## config.mk

```make
export PLATFORM = sky130hd
export DESIGN_NAME = lcd_write_arbiter
export DESIGN_NICKNAME = d
export VERILOG_FILES = /design/src/rtl/lcd_write_arbiter.sv
export SDC_FILE = /design/constraint.sdc
export NUM_CORES = 1
export LEC_CHECK = 0
export CAP_MARGIN = 25
export CORE_ASPECT_RATIO = 0.8
export CORE_MARGIN = 4
export CORE_UTILIZATION = 36
export DETAILED_ROUTE_END_ITERATION = 12
export MAX_ROUTING_LAYER = met4
export PLACE_DENSITY_LB_ADDON = 0.2
export SYNTH_ARGS = -nofsm -noshare
export SYNTH_HDL_FRONTEND = slang
export SYNTH_SLANG_ARGS = --single-unit
```

## constraint.sdc

```tcl
create_clock -name CLOCK_50 -period 2.5 [get_ports CLOCK_50]
set_input_delay 0.25 -clock CLOCK_50 [delete_from_list [all_inputs] [get_ports CLOCK_50]]
set_output_delay 0.25 -clock CLOCK_50 [all_outputs]
set_load 0.05 [all_outputs]
```

## src/rtl/lcd_write_arbiter.sv

```systemverilog
// lcd_write_arbiter
//   Arbitrates two requesters onto one HD44780-style character-LCD write port.
//   After reset it waits for the LCD power-up time and then sends the fixed
//   init sequence (0x38, 0x0C, 0x01, 0x06 as commands) by itself. Once that
//   is done it grants requesters round-robin. Every write goes through
//   SETUP (EN low), PULSE (EN high), HOLD (EN low) and an execution wait. The
//   execution wait is longer for the clear (0x01) and home (0x02) commands.
//
//   Build option: define LCD_ARB_FIXED_PRIO_EN to make requester 0 always win
//   when both requesters are valid. This build has no round-robin pointer.
//
// Ports:
//   CLOCK_50                 system clock (50 MHz)
//   reset                    synchronous, active-high reset
//   req0_valid/rs/data       requester 0 write request: RS (0 cmd, 1 data) + byte
//   req0_ready               requester 0 write accepted this cycle (combinational)
//   req1_*                   same as req0_*, for requester 1
//   LCD_RS/LCD_RW/LCD_EN     LCD control pins (LCD_RW is always 0 = write)
//   LCD_DATA                 LCD data bus
//   busy                     high whenever the sequencer is not idle
//   init_done                high once the init sequence has completed
//   grant_id                 requester of the most recently accepted write
module lcd_write_arbiter #(
  parameter int SETUP_CYC   = 2,
  parameter int EN_CYC      = 12,
  parameter int HOLD_CYC    = 2,
  parameter int EXEC_CYC    = 2000,
  parameter int CLEAR_CYC   = 82000,
  parameter int POWERUP_CYC = 750000
) (
  input  logic       CLOCK_50,
  input  logic       reset,
  input  logic       req0_valid,
  input  logic       req0_rs,
  input  logic [7:0] req0_data,
  output logic       req0_ready,
  input  logic       req1_valid,
  input  logic       req1_rs,
  input  logic [7:0] req1_data,
  output logic       req1_ready,
  output logic       LCD_RS,
  output logic       LCD_RW,
  output logic       LCD_EN,
  output logic [7:0] LCD_DATA,
  output logic       busy,
  output logic       init_done,
  output logic       grant_id
);

  localparam int MAX_CYC = (POWERUP_CYC > CLEAR_CYC) ? POWERUP_CYC : CLEAR_CYC;
  localparam int CNT_W   = $clog2(MAX_CYC + 1);

  // Counter reload values: a state of length N loads N-1 and leaves at zero.
  localparam logic [CNT_W-1:0] SETUP_LD = CNT_W'(SETUP_CYC - 1);
  localparam logic [CNT_W-1:0] EN_LD    = CNT_W'(EN_CYC - 1);
  localparam logic [CNT_W-1:0] HOLD_LD  = CNT_W'(HOLD_CYC - 1);
  localparam logic [CNT_W-1:0] EXEC_LD  = CNT_W'(EXEC_CYC - 1);
  localparam logic [CNT_W-1:0] CLEAR_LD = CNT_W'(CLEAR_CYC - 1);
  localparam logic [CNT_W-1:0] PWR_LD   = CNT_W'(POWERUP_CYC - 1);

  typedef enum logic [2:0] {
    PWR_WAIT,
    IDLE,
    SETUP,
    PULSE,
    HOLD,
    EXEC_WAIT
  } state_t;

  state_t           state, state_next;
  logic [CNT_W-1:0] cnt, cnt_next;
  logic [1:0]       init_idx, init_idx_next;
  logic             init_done_next;
  logic             rs_next;
  logic [7:0]       data_next;
  logic             grant_next;
  logic             winner;
  logic             can_accept;
  logic             accept;
  logic             cnt_zero;
  logic             is_clear;

  function automatic logic [7:0] init_byte(input logic [1:0] idx);
    case (idx)
      2'd0:    init_byte = 8'h38;  // 8-bit bus, 2 lines, 5x8 font
      2'd1:    init_byte = 8'h0C;  // display on, cursor off
      2'd2:    init_byte = 8'h01;  // clear display
      default: init_byte = 8'h06;  // entry mode: increment, no shift
    endcase
  endfunction

`ifdef LCD_ARB_FIXED_PRIO_EN
  // Requester 0 wins whenever it is valid.
  assign winner = ~req0_valid;
`else
  logic ptr, ptr_next;
  // ptr names the requester that wins a tie; it always points away from the
  // last grant, so a tie goes to the requester not granted last.
  assign winner = (req0_valid & req1_valid) ? ptr : req1_valid;
`endif

  assign can_accept = (state == IDLE) & init_done;
  assign req0_ready = can_accept & ~winner & req0_valid;
  assign req1_ready = can_accept &  winner & req1_valid;
  assign accept     = req0_ready | req1_ready;

  assign cnt_zero = (cnt == '0);
  assign is_clear = ~LCD_RS & ((LCD_DATA == 8'h01) | (LCD_DATA == 8'h02));

  assign LCD_RW = 1'b0;
  assign LCD_EN = (state == PULSE);
  assign busy   = (state != IDLE);

  always_comb begin
    state_next     = state;
    cnt_next       = cnt;
    init_idx_next  = init_idx;
    init_done_next = init_done;
    rs_next        = LCD_RS;
    data_next      = LCD_DATA;
    grant_next     = grant_id;
`ifndef LCD_ARB_FIXED_PRIO_EN
    ptr_next       = ptr;
`endif

    // Every state except IDLE is timed by the one shared down-counter.
    if (state != IDLE && !cnt_zero) begin
      cnt_next = cnt - 1'b1;
    end

    case (state)
      PWR_WAIT: begin
        if (cnt_zero) begin
          state_next    = SETUP;
          cnt_next      = SETUP_LD;
          init_idx_next = 2'd0;
          rs_next       = 1'b0;
          data_next     = init_byte(2'd0);
        end
      end
      IDLE: begin
        if (accept) begin
          state_next = SETUP;
          cnt_next   = SETUP_LD;
          rs_next    = winner ? req1_rs : req0_rs;
          data_next  = winner ? req1_data : req0_data;
          grant_next = winner;
`ifndef LCD_ARB_FIXED_PRIO_EN
          ptr_next   = ~winner;
`endif
        end
      end
      SETUP: begin
        if (cnt_zero) begin
          state_next = PULSE;
          cnt_next   = EN_LD;
        end
      end
      PULSE: begin
        if (cnt_zero) begin
          state_next = HOLD;
          cnt_next   = HOLD_LD;
        end
      end
      HOLD: begin
        if (cnt_zero) begin
          state_next = EXEC_WAIT;
          cnt_next   = is_clear ? CLEAR_LD : EXEC_LD;
        end
      end
      EXEC_WAIT: begin
        if (cnt_zero) begin
          if (init_done) begin
            state_next = IDLE;
          end else if (init_idx == 2'd3) begin
            state_next     = IDLE;
            init_done_next = 1'b1;
          end else begin
            state_next    = SETUP;
            cnt_next      = SETUP_LD;
            init_idx_next = init_idx + 2'd1;
            rs_next       = 1'b0;
            data_next     = init_byte(init_idx + 2'd1);
          end
        end
      end
      default: begin
        state_next = PWR_WAIT;
        cnt_next   = PWR_LD;
      end
    endcase
  end

  always_ff @(posedge CLOCK_50) begin
    if (reset) begin
      state     <= PWR_WAIT;
      cnt       <= PWR_LD;
      init_idx  <= 2'd0;
      init_done <= 1'b0;
      LCD_RS    <= 1'b0;
      LCD_DATA  <= 8'h00;
      grant_id  <= 1'b0;
`ifndef LCD_ARB_FIXED_PRIO_EN
      ptr       <= 1'b0;
`endif
    end else begin
      state     <= state_next;
      cnt       <= cnt_next;
      init_idx  <= init_idx_next;
      init_done <= init_done_next;
      LCD_RS    <= rs_next;
      LCD_DATA  <= data_next;
      grant_id  <= grant_next;
`ifndef LCD_ARB_FIXED_PRIO_EN
      ptr       <= ptr_next;
`endif
    end
  end

endmodule
```

-- Word level (Yosys, flattened, before mapping)
Index checks and enable logic that the tools add are counted.
Widths: inputs -> output; s select.
- bits in registers: 37
- output and inout port bits: 16
- logic and storage cells: 95
- multiplexer cells: 42
- equal/unequal tests: 19
- bitwise gates (word level): 11
- reduce and logical (&&, ||, !) cells: 13
- $add $sub $neg: 2
- operator list (operator ; number):
    $mux 20 ; 8
    $pmux 20 s5 ; 1
    $mux 8 ; 6
    $pmux 8 s3 ; 1
    $logic_not 20->1 ; 1
    $sub 20x1->20 const B ; 1
    $mux 3 ; 6
    $pmux 3 s6 ; 1
    $pmux 6 s3 ; 1
    $mux 17 ; 1
    $ne 2x2->1 const B ; 7
    $mux 2 ; 6
    $reduce_and 6->1 ; 2
    $mux 1 ; 9
    $eq 8x1->1 const B ; 1
    $eq 8x2->1 const B ; 1
    $and 1x1->1 ; 7
    $eq 3x2->1 const B ; 2
    $eq 3x3->1 const B ; 2
    $reduce_and 5->1 ; 1
    $eq 2x2->1 const B ; 2
    $pmux 2 s2 ; 1
    $reduce_and 2->1 ; 2
    $eq 3x1->1 const B ; 1
    other kinds (14) ; 16

-- Longest topological paths before layout
Gate-level depths: netlist of the first run.
- depth in word-level cells: 8
- gate-level depth with buffers: 9

-- Least setup slack after synthesis of the first run
No wires, ideal clock.
- path type: register to output
- start: register state[0]
- end: output LCD_EN
- required time: 2250 ps
- path slack: 312 ps
- data arrival time: 1938 ps
- cell stages (with the launch flop): 4
- cells stage by stage: dfxtp_1 > clkbuf_1 > inv_1 > nor3_1
- cells in the longest elaborated chain, start to end: 1
- RTL lines (what ; RTL line ; text):
    start, declared ; 70 ; state_t state, state_next;
    start signal, assigned ; 207 ; state <= state_next;
    $eq 3x2->1 ; 111 ; assign LCD_EN = (state == PULSE);
    end, declared ; 43 ; output logic LCD_EN,
No other way between the ends.

-- Worst setup path after layout of the first run
- start: register cnt[0]
- end: register LCD_DATA[2]
- cells in the longest elaborated chain, start to end: 3
- elaborated cells between the ends (all ways): 4
- classes of those cells: 2 x eq/ne; 2 x reduce/logical
- RTL lines (what ; RTL line ; text):
    start, declared ; 71 ; logic [CNT_W-1:0] cnt, cnt_next;
    start signal, assigned ; 208 ; cnt <= cnt_next;
    $logic_not 20->1 * ; 107 ; assign cnt_zero = (cnt == '0);
    $ne 2x2->1 (no source line) ; -- ;
    $reduce_and 6->1 (no source line) * ; -- ;
    end signal, assigned ; 212 ; LCD_DATA <= data_next;
    end, declared ; 44 ; output logic [7:0] LCD_DATA,
Mark *: on every way between the ends. The rest lies on a longest branch, timed or not.
A chain may end at the register's enable or synchronous reset.

==> summary.md, run 1 <==
| Metric | Value |
|---|---|
| CP Class | register to register |
| Root buffer cell | clkbuf_8 |
| Met2 global-route usage | 25.0% |
| Fill cells | 602 |
| Core Region | 6100 um2 |
| P&R area growth vs syn | 28.4% |
| Drt wl/cell | 15.7 um |
| Sinks on Clock Net | 37 |
| Final setup fails | 0 |
| H-tree depth reported by CTS | 2 |
| Largest net degree at the start of global routing | 22 |
| Layout cells sized above 1 | 14.2% |
| Post-synth EDFFs | 0 |
| Die X | 98.2 um |
| CP Max Fanout | 8 |
| Initial core utilization | 38.4% |
| Critical Path RT | 2720 ps |
| Max-slew violations | 0 |
| Critical-path cell list | inv_1, ha_1, nor4b_2, nand2_1, o311ai_2, nand2_2, or3_1, a21oi_1 |
| Yosys reg bits | 37 |
| Crit path largest cell delay | 380 ps |
| RSZ-0062 raised after global routing | no |
| Final WL | 6600 um |
| Io pins | 38 |
| Clock latency on the worst-skew pair | 290 ps |
| Setup Skew | 8.64 ps |
| PortBufs | 36 |
| Leakage power total | 0.00104 uW |
| Initial antenna violation count | 0 |
| Multi-input logic area | 1490 um2 |
| Setup TNS | 0 ps |
| CP endpoint kind | register |
| Critical Path Start Type | register |
| Vias in the first global route | 2222 |
| Ys async rst share | 0% |
| CTS tree | built |
| Max Cap Viol | 0 |
| Hold Crit Class | register to register |
| Longest Clk Path Bufs | 2 |
| Slowest CP cell | or3_1 |
| Remaining global-route overflow | 0 |
| Num rows | 25 |
| Antenna Cells | 0 |
| Synth Flop Type | dfxtp_1 |
| WP buf/inv | 1 |
| Fmax | 446 MHz |
| Register area | 741 um2 |
| Post-route DRC violation count | 0 |
| Final count of hold timing violations | 0 |
| Die Y | 80.1 um |
| Min Clock Period, post-route | 2240 ps |
| Clk slew on worst S/H paths | 80 ps |
| Worst slew pin tran | 512 ps |
| Ys Warns | 0 |
| Net count after synthesis | 316 |
| Total GRT Usage | 17.6% |
| Final period utilization | 89.7% |
| Avg Cell Area, Syn | 8.13 um2 |
| Fin cells | 419 |
| GR Util met3 | 3.99% |
| Pwr Density | 372 nW/um2 |
| DRT antenna net count | 0 |
| Vias/cell | 5.58 |
| Rel. slew slack | 65.8% |
| DR iter-0 viols | 154 |
| Pre-antenna DRT Iters | 4 |
| Vias | 2336 |
| Post-synthesis cell type count | 49 |
| Nets | 366 |
| Post-Syn Area | 2340 um2 |
| Status | finished, final reports clean |
| Cells after Synth | 288 |
| Dpl cells | 412 |
| Seq/Total Area, Yosys | 31.6% |
| VDD IR-drop max | 183 uV |
| Met1 GRT Util | 25.6% |
| GP Congestion | 0.874 |
| Crit path max-delay family | simple AND/OR/NAND/NOR gates |
| Global-route wire length before repair | 11200 um |
| GR peak layer | met1 |
| Num CTS Buffers | 5 |
| Die Footprint | 7870 um2 |
| CP arrival | 2460 ps |
| DP HPWL | 5020 um |
-- cells in the mapped netlist (2+ instances only) --
cell type  instances  area share [%]
xor2_1             9             3.4
mux2_2             3             1.4
a31oi_1            3            0.80
nor3_1            20             4.3
buf_2              7             1.5
nand4_1            4             1.1
nand2b_1           2            0.53
ha_1               6             3.2
nand2_1           28             4.5
nand3b_1           3            0.96
dfxtp_1           37              32
o21a_1             2            0.64
o21ai_0           23             4.9
o41ai_2            2             1.4
o211ai_1           5             1.6
or3_1              9             2.4
inv_1             11             1.8
xnor2_1            9             3.4
mux2i_1            8             3.4
nand3_1           14             3.0
nor4_1             6             1.6
clkbuf_1           6            0.96
nor2_1            19             3.0
a211oi_1           9             2.9
a21oi_1           16             3.4
a21o_1             3            0.96
nor4_4             2             1.8
-- tightest hold or removal path, cell delays in order (launching register included) --
cell     delay (ps)
dfxtp_1         330
inv_1            50
a21oi_1          50
-- cell families (layout without fill, tap and decap cells) --
logic type | count (synthesis) | count (layout) | share of synthesized area (%)
buf+inv | 27 | 77 | 4.86
other cells | 1 | 1 | 0.160
simple gates | 115 | 115 | 27.1
mux | 11 | 11 | 4.86
fa+ha+maj | 6 | 6 | 3.21
compound gates | 73 | 73 | 21.4
flops | 37 | 37 | 31.6
xor+xnor | 18 | 18 | 6.73
-- where the power goes --
part | leakage, uW | switching [uW] | internal [uW]
registers | 0.000299 | 4.41 | 593
clock network | 0.0000443 | 209 | 219
logic | 0.000698 | 41.8 | 52.1
-- through the flow --
step	instance area, um2	hold WS, ps	setup slack [ps]	power (uW)	util [%]
after CTS	3000	474	174	1130	49.2
after global placement	2920	453	216	704	47.8
after floorplan	2340	354	312	657	-
after global routing	3010	512	38.9	1160	49.3
after detailed placement	2920	464	192	705	47.8
final	3010	469	256	1120	49.3
-- path summary, 6_finish.rpt --
kind / start / to / slack [ps] / cells past startpoint
worst min register to register: ptr / ptr / 470 / 2
worst max register to register: cnt[0] / LCD_DATA[2] / 260 / 8
worst max-delay path: cnt[0] / LCD_DATA[2] / 260 / 8
worst min-delay path: ptr / ptr / 470 / 2
-- sequential cells by signal, summed over array words and instances, names as in the netlist --
name,cells
state,3
grant_id,1
LCD_RS,1
ptr,1
cnt,20
LCD_DATA,8
init_done,1
init_idx,2
-- cell usage in the layout, fill, tap and decap left out, drive strengths merged, types with 3 or more instances in the layout --
cell type,n
a211oi,9
a21o,3
a21oi,16
a31oi,3
buf,26
clkbuf,7
clkdlybuf4s50,32
dfxtp,37
ha,6
inv,12
mux2,3
mux2i,8
nand2,29
nand3,14
nand3b,3
nand4,5
nor2,20
nor3,21
nor4,8
o211ai,5
o21ai,24
o41ai,3
or3,9
xnor2,9
xor2,9
-- per-layer routing --
| layer | share of wire, % | wire, um | up-vias |
|---|---|---|---|
| li1 | - | - | 1149 |
| met1 | 51 | 3340 | 1117 |
| met2 | 42 | 2790 | 64 |
| met3 | 6.2 | 406 | 6 |
| met4 | 0.88 | 58 | 0 |
| met5 | 0 | 0 | - |
-- area by class of cell --
cell class | instances | area share (%)
Sequential cell | 37 | 24.6
Clock buffer | 7 | 2.87
Tap cell | 81 | 3.37
Inverter | 12 | 1.50
Timing Repair Buffer | 58 | 18.0
Multi-Input combinational cell | 224 | 49.6
-- what timing repair did --
| item | CTS | global route |
|---|---|---|
| hold buffers | 0 | 0 |
| buffers inserted | 0 | 0 |
| hold endpoints to repair | 0 | 0 |
| setup endpoints to repair | 0 | 3 |
| gates resized for setup | 0 | 1 |
(Power assumes the default switching activity.)
==> inputs of run 2 (changes only) <==
==> constraint.sdc (replaced) <==
create_clock -name CLOCK_50 -period 2.12 [get_ports CLOCK_50]
set_input_delay 0.212 -clock CLOCK_50 [delete_from_list [all_inputs] [get_ports CLOCK_50]]
set_output_delay 0.212 -clock CLOCK_50 [all_outputs]
set_load 0.05 [all_outputs]
==> summary.md, run 2 (same netlist as run 1, synthesis figures left out) <==
| Metric | Value |
|---|---|
| Status | finished, final reports clean |
| Max Cap Viol | 0 (unchanged) |
| CP Max Fanout | 4 (-4) |
| Clock latency on the worst-skew pair | 300 ps (about the same) |
| Final setup fails | 0 (unchanged) |
| Total power | 1420 uW (+27%) |
| PortBufs | 36 (unchanged) |
| CP endpoint kind | register |
| VDD IR-drop max | 231 uV (+26%) |
| Longest Clk Path Bufs | 2 (unchanged) |
| Worst flop-to-flop path startpoint | cnt[14] |
| Most common cell after layout, fill and taps aside | buf_4 |
| DRT antenna net count | 0 (unchanged) |
| Worst slew pin tran | 515 ps (+2.86 ps) |
| Critical Path Start Type | register |
| Reg with most FFs | cnt |
| H-tree depth reported by CTS | 2 (unchanged) |
| Global-route wire length before repair | 11100 um (-0.80%) |
| Min Clock Period, post-route | 2020 ps (-224 ps) |
| RSZ-0062 raised after global routing | yes |
| Critical Path Sink | LCD_DATA[2] |
| Final count of hold timing violations | 0 (unchanged) |
| Final WL | 6610 um (+0.24%) |
| Initial core utilization | 38.4% (unchanged) |
| Final period utilization | 95.3% (+5.5 points) |
| Hold Crit Class | register to register |
| R2r setup slk | 100 ps (-160 ps) |
| CP Class | register to register |
| Root buffer cell | clkbuf_8 |
| Setup Skew | 13.4 ps (+4.80 ps) |
| Num rows | 25 (unchanged) |
| Fill cells | 580 (-3.7%) |
| R2r endpoint | LCD_DATA[2] |
| DR iter-0 viols | 172 (+12%) |
| Hold buffers post-CTS | 0 (unchanged) |
| Most frequent cells in the layout | 40 x buf_4, 36 x dfxtp_1, 32 x clkdlybuf4s50_1, 27 x nand2_1, 22 x o21ai_0 |
| Antenna Cells | 0 (unchanged) |
| Sinks on Clock Net | 37 (unchanged) |
| Die X | 98.2 um (unchanged) |
| Register area | 742 um2 (+0.17%) |
| Max-slew violations | 0 (unchanged) |
| Clk slew on worst S/H paths | 80 ps (about the same) |
| Num CTS Buffers | 5 (unchanged) |
| Worst setup path startpoint | cnt[14] |
| CP arrival | 2240 ps (-220 ps) |
| Io pins | 38 (unchanged) |
| Layout cells sized above 1 | 21.0% (+6.8 points) |
| P&R area growth vs syn | 38.7% |
| Hold WS | 466 ps (-3.30 ps) |
| CTS tree | built |
| Worst reg-to-reg path cell count | 6 (-2) |
| Remaining global-route overflow | 0 (unchanged) |
| Leakage power total | 0.00117 uW (+12%) |
| Vias/cell | 5.33 (-4.3%) |
| Critical Path RT | 2340 ps (-380 ps) |
| Vias | 2336 (unchanged) |
| Largest net degree at the start of global routing | 20 (-9.1%) |
| Max reg flops | 20 (unchanged) |
| Rel. slew slack | 65.6% (-0.19 points) |
| Post-route DRC violation count | 0 (unchanged) |
| Pwr Density | 439 nW/um2 (+18%) |
| Nets | 385 (+5.2%) |
| Largest regs | cnt: 20 flops, LCD_DATA: 8 flops, state: 3 flops |
| Drt wl/cell | 15.1 um (-4.1%) |
| Pre-antenna DRT Iters | 4 (unchanged) |
| Total GRT Usage | 17.9% (+0.25 points) |
| Die Footprint | 7870 um2 (unchanged) |
| DP HPWL | 5100 um (+1.5%) |
| Fmax | 495 MHz (+11%) |
| Die Y | 80.1 um (unchanged) |
| Multi-input logic area | 1540 um2 (+2.8%) |
| GP Congestion | 0.873 (-0.13%) |
| Initial antenna violation count | 0 (unchanged) |
| Core Region | 6100 um2 (unchanged) |
| Vias in the first global route | 2279 (+2.6%) |
## run 2: changes by cell type in the layout (fill, tap and decap cells not counted), moves of 2 or more
cell and change:
buf_4 +16, buf_12 +3, nor3_1 -2, nor3_2 +2
## run 2: per-stage QoR
| step | utilization (%) | std cells | setup TNS, ps | cell area [um2] | worst slack, ps |
|---|---|---|---|---|---|
| 2_1_floorplan | - | 288 | 0 | 2350 | 9.09 |
| 3_3_place_gp | 50.3 | 427 | 0 | 3070 | 114 |
| 3_5_place_dp | 50.3 | 427 | 0 | 3070 | 47.8 |
| 4_1_cts | 52.0 | 434 | 0 | 3170 | 31.8 |
| 5_1_grt | 53.3 | 438 | -11.5 | 3250 | -11.5 |
| 6_report | 53.3 | 438 | 0 | 3250 | 100 |
## run 2: what timing repair did
action	4_1_cts	5_1_grt
buffers inserted	0	4
resized for setup	0	8
setup endpoints to repair	0	30
## run 2: worst min-delay path by stage
stage,startpoint,end,slack [ps],cells past startpoint
2_1_floorplan,reset,LCD_DATA[6],320,1
6_report,ptr,ptr,470,2
4_1_cts,ptr,ptr,470,2
3_5_place_dp,ptr,ptr,460,2
5_1_grt,LCD_DATA[5],LCD_DATA[5],500,2
3_3_place_gp,ptr,ptr,450,2
## run 2: critical path: stages, from the launching register on
cell and delay, ps:
dfxtp_1 340, nor4_4 390, nand4_4 210, a2111oi_4 430, nand2_2 90, or3_1 370, a21oi_1 120
## run 2: area by class of cell
cell class / count / area share (%)
clock inverter: 2 / 1.08
clock buffer: 5 / 2.12
timing repair buffer: 77 / 22.2
sequential: 37 / 22.8
tap: 81 / 3.12
multi-input combinational: 224 / 47.3
inverter: 12 / 1.39
## run 2: power by group
group	leakage [uW]	total [uW]	internal (uW)	switching [uW]
clock network	0.0000540	593	342	251
registers	0.000299	704	700	4.34
logic	0.000816	128	72.5	55.0
total	0.00117	1420	1110	311
## run 2: metal layers
| metal | GRT usage (%) | wire length, um |
|---|---|---|
| met1 | 25.2 | 3260 |
| met3 | 3.56 | 434 |
| met2 | 26.0 | 2820 |
| met4 | 4.91 | 95 |
| met5 | - | 0 |
